==> src/rtl/logic_gate_unit.sv <==
// Pipelined bitwise logic unit (AND/OR/XOR/NAND/NOR/XNOR/PASS/NOT) with a valid/ready output register.
// Optional truth-table sweep engine compiled in only when LOGIC_GATE_SWEEP_EN is defined.
module logic_gate_unit #(
    parameter int WIDTH  = 4,
    parameter int NUM_IN = 2
) (
    input  logic                    CLK,
    input  logic                    RST_N,
    input  logic [2:0]              MODE,
    input  logic [NUM_IN*WIDTH-1:0] A,
    input  logic                    IN_VALID,
    output logic                    IN_READY,
    output logic [WIDTH-1:0]        Q,
    output logic                    OUT_VALID,
    input  logic                    OUT_READY,
    input  logic                    SWEEP_START,
    output logic                    SWEEP_BUSY,
    output logic                    SWEEP_DONE,
    output logic [2**NUM_IN-1:0]    TT
);

    // Each result bit j reduces bit j of every operand; modes 6/7 look at operand 0 only.
    function automatic logic [WIDTH-1:0] evalOp(input logic [2:0] op,
                                                input logic [NUM_IN*WIDTH-1:0] ops);
        logic [WIDTH-1:0] res;
        logic             andR;
        logic             orR;
        logic             xorR;
        res = '0;
        for (int j = 0; j < WIDTH; j++) begin
            andR = 1'b1;
            orR  = 1'b0;
            xorR = 1'b0;
            for (int k = 0; k < NUM_IN; k++) begin
                andR = andR & ops[k*WIDTH+j];
                orR  = orR  | ops[k*WIDTH+j];
                xorR = xorR ^ ops[k*WIDTH+j];
            end
            case (op)
                3'd0:    res[j] = andR;
                3'd1:    res[j] = orR;
                3'd2:    res[j] = xorR;
                3'd3:    res[j] = ~andR;
                3'd4:    res[j] = ~orR;
                3'd5:    res[j] = ~xorR;
                3'd6:    res[j] = ops[j];
                default: res[j] = ~ops[j];
            endcase
        end
        return res;
    endfunction

    logic [WIDTH-1:0] qQ;
    logic [WIDTH-1:0] qD;
    logic             outValidQ;
    logic             outValidD;
    logic             sweepBusy;
    logic             sweepAccept;
    logic             beatAccept;

    // A sweep start wins over a beat presented in the same cycle.
    assign IN_READY   = !sweepBusy && (!outValidQ || OUT_READY);
    assign beatAccept = IN_VALID && IN_READY && !sweepAccept;

    always_comb begin
        qD        = qQ;
        outValidD = outValidQ;
        if (beatAccept) begin
            qD        = evalOp(MODE, A);
            outValidD = 1'b1;
        end else if (outValidQ && OUT_READY) begin
            outValidD = 1'b0;
        end
    end

    always_ff @(posedge CLK or negedge RST_N) begin
        if (!RST_N) begin
            qQ        <= '0;
            outValidQ <= 1'b0;
        end else begin
            qQ        <= qD;
            outValidQ <= outValidD;
        end
    end

    assign Q         = qQ;
    assign OUT_VALID = outValidQ;

`ifdef LOGIC_GATE_SWEEP_EN

    typedef enum logic [1:0] {
        SW_IDLE = 2'd0,
        SW_RUN  = 2'd1,
        SW_DONE = 2'd2
    } sweepState_t;

    sweepState_t                 stateQ;
    sweepState_t                 stateD;
    logic [NUM_IN-1:0]           cntQ;
    logic [NUM_IN-1:0]           cntD;
    logic [2**NUM_IN-1:0]        ttQ;
    logic [2**NUM_IN-1:0]        ttD;
    logic [2:0]                  modeQ;
    logic [2:0]                  modeD;
    logic [NUM_IN*WIDTH-1:0]     sweepOps;
    logic [WIDTH-1:0]            sweepVec;
    logic                        unusedSweepVec;

    assign sweepAccept = SWEEP_START && (stateQ == SW_IDLE) && !outValidQ;

    // Operand k is flooded with CNT[k], so every result bit is identical and bit 0 suffices.
    always_comb begin
        sweepOps = '0;
        for (int k = 0; k < NUM_IN; k++) begin
            sweepOps[k*WIDTH +: WIDTH] = {WIDTH{cntQ[k]}};
        end
    end

    assign sweepVec       = evalOp(modeQ, sweepOps);
    assign unusedSweepVec = ^sweepVec;

    always_comb begin
        stateD = stateQ;
        cntD   = cntQ;
        ttD    = ttQ;
        modeD  = modeQ;
        case (stateQ)
            SW_IDLE: begin
                if (sweepAccept) begin
                    stateD = SW_RUN;
                    modeD  = MODE;
                    ttD    = '0;
                    cntD   = '0;
                end
            end
            SW_RUN: begin
                ttD[cntQ] = sweepVec[0];
                cntD      = cntQ + NUM_IN'(1);
                if (cntQ == {NUM_IN{1'b1}}) begin
                    stateD = SW_DONE;
                end
            end
            SW_DONE: begin
                stateD = SW_IDLE;
            end
            default: begin
                stateD = SW_IDLE;
            end
        endcase
    end

    always_ff @(posedge CLK or negedge RST_N) begin
        if (!RST_N) begin
            stateQ <= SW_IDLE;
            cntQ   <= '0;
            ttQ    <= '0;
            modeQ  <= 3'd0;
        end else begin
            stateQ <= stateD;
            cntQ   <= cntD;
            ttQ    <= ttD;
            modeQ  <= modeD;
        end
    end

    assign sweepBusy  = (stateQ != SW_IDLE);
    assign SWEEP_BUSY = sweepBusy;
    assign SWEEP_DONE = (stateQ == SW_DONE);
    assign TT         = ttQ;

`else

    logic unusedSweepStart;

    assign unusedSweepStart = SWEEP_START;
    assign sweepAccept      = 1'b0;
    assign sweepBusy        = 1'b0;
    assign SWEEP_BUSY       = 1'b0;
    assign SWEEP_DONE       = 1'b0;
    assign TT               = '0;

`endif

endmodule

==> config.mk <==
export PLATFORM = sky130hd
export DESIGN_NAME = logic_gate_unit
export DESIGN_NICKNAME = d
export VERILOG_FILES = /design/src/rtl/logic_gate_unit.sv
export SDC_FILE = /design/constraint.sdc
export NUM_CORES = 1
export LEC_CHECK = 0
export ABC_CLOCK_PERIOD_IN_PS = 1790
export CAP_MARGIN = 10
export CORE_MARGIN = 2
export CORE_UTILIZATION = 25
export CTS_CLUSTER_DIAMETER = 40
export DETAILED_ROUTE_END_ITERATION = 8
export HOLD_SLACK_MARGIN = 0.02
export PLACE_DENSITY = 0.48
export SLEW_MARGIN = 20
export SYNTH_ARGS = -nofsm -noshare
export SYNTH_HDL_FRONTEND = slang
export SYNTH_SLANG_ARGS = --single-unit
==> constraint.sdc <==
create_clock -name CLK -period 1.79 [get_ports CLK]
set_input_delay 0.179 -clock CLK [delete_from_list [all_inputs] [get_ports CLK]]
set_output_delay 0.179 -clock CLK [all_outputs]
set_load 0.05 [all_outputs]
==> out/qor.csv <==
stage,metric,value,unit
cells_and_area,most frequent cells in the layout,"19 x clkdlybuf4s50_1, 8 x inv_1, 8 x ha_1",
timing,Tmin final,1.569,ns
timing,Worst Clk Skew,0.003238,ns
outcome,status,"finished, final reports clean",
detailed_routing,DRC viols,0,
detailed_routing,drt total wl,1508,um
cells_and_area,FF+latch area,125.1,sq um
timing,period utilization,0.8767,
logic_synthesis,Yosys cell types,31,
detailed_routing,antenna violation net count after detailed routing,0,
setup_path,CP cell instances,clkdlybuf4s50_1,
placed_design,RePlAce Congestion,0.8092,
setup_path,crit path DAT,1.39,ns
setup_path,"Max stage delay cell, worst path",clkdlybuf4s50_1,
logic_synthesis,Synth async-reset ratio,1.000,
timing,Slew headroom,0.6642,
timing,RSZ-0062 raised after global routing,false,
clock_network,clk slew on worst S/H paths,0.05,ns
grt,GRT Total Usage,0.09710,
clock_network,clk root buf,clkbuf_4,
clock_network,CTS sink cnt,5,
power,clock power share,0.236,
floorplan,Die Ht,56.71,um
setup_path,max incr delay on CP,0.81,ns
grt,initial antenna violation count,0,
cells_and_area,layout cells sized above 1,0.1171,
logic_synthesis,Synth area leader,dfrtp_1,
logic_synthesis,"flops & latches, synth",5,
floorplan,I/O pins,28,
timing,max-slew violations,0,
floorplan,Site Rows,19,
timing,f_max,637.2,MHz
logic_synthesis,Avg Inst Size Synth,8.170,sq um
setup_path,Critical Path RT,1.61,ns
cells_and_area,ANT cells,0,
setup_path,"Buf+Inv Stages, Crit Path",1,
power,Pint,0.0003389,W
timing,Final Hold Viols,0,
clock_network,CTS Buf Count,3,
power,PwrDens,588.7,nW/um^2
setup_path,crit path max fanout,2,
placed_design,Port Buf Inserts,20,
clock_network,H-tree level count,1,
clock_network,CTS Buffer Depth,2,
power,power share of the combinational group,0.522,
setup_path,Critical Path Sink Type,output pin,
power,Static Leakage,0.4583,nW
detailed_routing,vias,648,
grt,largest net degree at the start of global routing,20,
grt,vias in the first global route,569,
timing,worst-margin pin slew,0.5021,ns
logic_synthesis,Post-synth EDFFs,0,
clock_network,CTS tree,built,
cells_and_area,"Core Util, Final",0.3619,
cells_and_area,"commonest non-fill, non-tap cell in the layout",clkdlybuf4s50_1,
min_path,Min-Delay Path Class,in2async,
setup_path,Top delay family on crit path,buffers and inverters,
power,Psw,0.0002334,W
detailed_routing,drt wl/cell,10.62,um
logic_synthesis,Area contributors post-synth,"dfrtp_1 18%, ha_1 14%, buf_4 6.5%",
logic_synthesis,sequential fraction of the synthesis area,0.1802,
setup_path,critical path launch point type,flop,
grt,first-pass GRT wire length,2477,um
floorplan,initial core utilization,0.2585,
clock_network,CTS Hold Buffers Added,0,
floorplan,die area,3215,sq um
power,Design Power,0.0005723,W
grt,GRT overflow,0,
placed_design,cell area after placement,945.9,sq um
clock_network,post-CTS sizing,0,
logic_synthesis,Post-Syn Instances,85,
floorplan,Core ar.,2686,sq um
power,switching share of power,0.4079,
logic_synthesis,"Top FF cell, synth",dfrtp_1,
clock_network,Setup Buffers After CTS,0,
cells_and_area,area of the multi-input gates,476.7,sq um
clock_network,Worst-Skew Late Latency,0.25,ns
job,max cap viols,0,
logic_synthesis,YS warnings,0,
placed_design,dpl cells,138,
cells_and_area,Post-Layout Cell Count,142,
detailed_routing,via/cell ratio,4.563,
logic_synthesis,mapped cell area,694.4,sq um
timing,final setup fails,0,
setup_path,Worst Setup Path Type,reg2out,
cells_and_area,"Design Area, Final",972.2,sq um
cells_and_area,# fillers,296,
placed_design,placed wire-length estimate,1190,um
power,Reg power frac,0.242,
floorplan,Die Width,56.71,um
logic_synthesis,area share of the largest cell type after synthesis,0.1802,
detailed_routing,router iterations before antenna repair,4,
cells_and_area,Area Growth Syn to Fin,40.00,%
detailed_routing,initial drt markers,9,
cells_and_area,nets@finish,136,
power,VDD IR max,0.0005111,V
## per-stage QoR
stage	TNS [ns]	hold slack [ns]	worst slack [ns]
after global routing	0	0.1594	0.1075
final	0	0.1499	0.2206
after CTS	0	0.1577	0.2125
after global placement	-0.005544	0.4164	-0.003760
after floorplan	0	-0.1166	0.1264
after detailed placement	-0.07180	0.4214	-0.02712
## path summary, 6_finish.rpt
kind                            cells after the start  slack [ns]        end       from
worst max-delay path                                1        0.22  OUT_VALID  OUT_VALID
worst min-delay path                                1        0.15  OUT_VALID      RST_N
worst max register to register                      4        0.64       Q[3]  OUT_VALID
worst min register to register                      2        0.49       Q[0]       Q[0]
max in group asynchronous                           1        1.45       Q[0]      RST_N
min in group CLK                                    2        0.49       Q[0]       Q[0]
## flip-flops by register name (all words and copies together), names as in the netlist
register / count
OUT_VALID: 1
Q: 4
## cells in the mapped netlist (all sizes together) (2+ instances only)
cell	instances
inv	8
dfrtp	5
o2bb2ai	2
o22a	2
ha	8
buf	10
mux2	3
nand3	3
a21oi	4
a22oi	2
a21o	4
nor2b	5
nand2b	5
o21ai	6
nand2	7
## cell type report
cell class              count  area share
multi-input cells          67      0.4903
flip-flops and latches      5      0.1287
well taps                  31     0.03990
repair buffers             27      0.2831
clock buffers               4     0.02703
inverters                   8     0.03089
## kinds of logic after synthesis
family                   count (synthesis)  share of synthesized area
multiplexers                             4                    0.06846
other                                    1                   0.005400
AO/OA/AOI/OAI                           24                     0.2469
adder cells (fa/ha/maj)                  8                     0.1441
AND/OR/NAND/NOR                         25                     0.1946
buffers and inverters                   18                     0.1604
flip-flops                               5                     0.1802
## layer usage
metal,GRT usage,vias to the layer above,wire length [um]
met5,0,-,0
met4,0.01020,0,0
met3,0.03456,0,70
met2,0.1578,16,704
met1,0.1273,295,733
li1,-,337,-
## power by group through the flow
| stage | clock network (W) | registers, W | logic (W) |
|---|---|---|---|
| after global placement | 0 | 0.000140 | 0.000297 |
| after detailed placement | 0 | 0.000141 | 0.000300 |
| final | 0.000135 | 0.000138 | 0.000299 |
| after CTS | 0.000139 | 0.000139 | 0.000302 |
| after global routing | 0.000149 | 0.000139 | 0.000323 |
| after floorplan | 0 | 0.000201 | 0.000140 |
No activity file was read; power rests on OpenSTA's default activity.
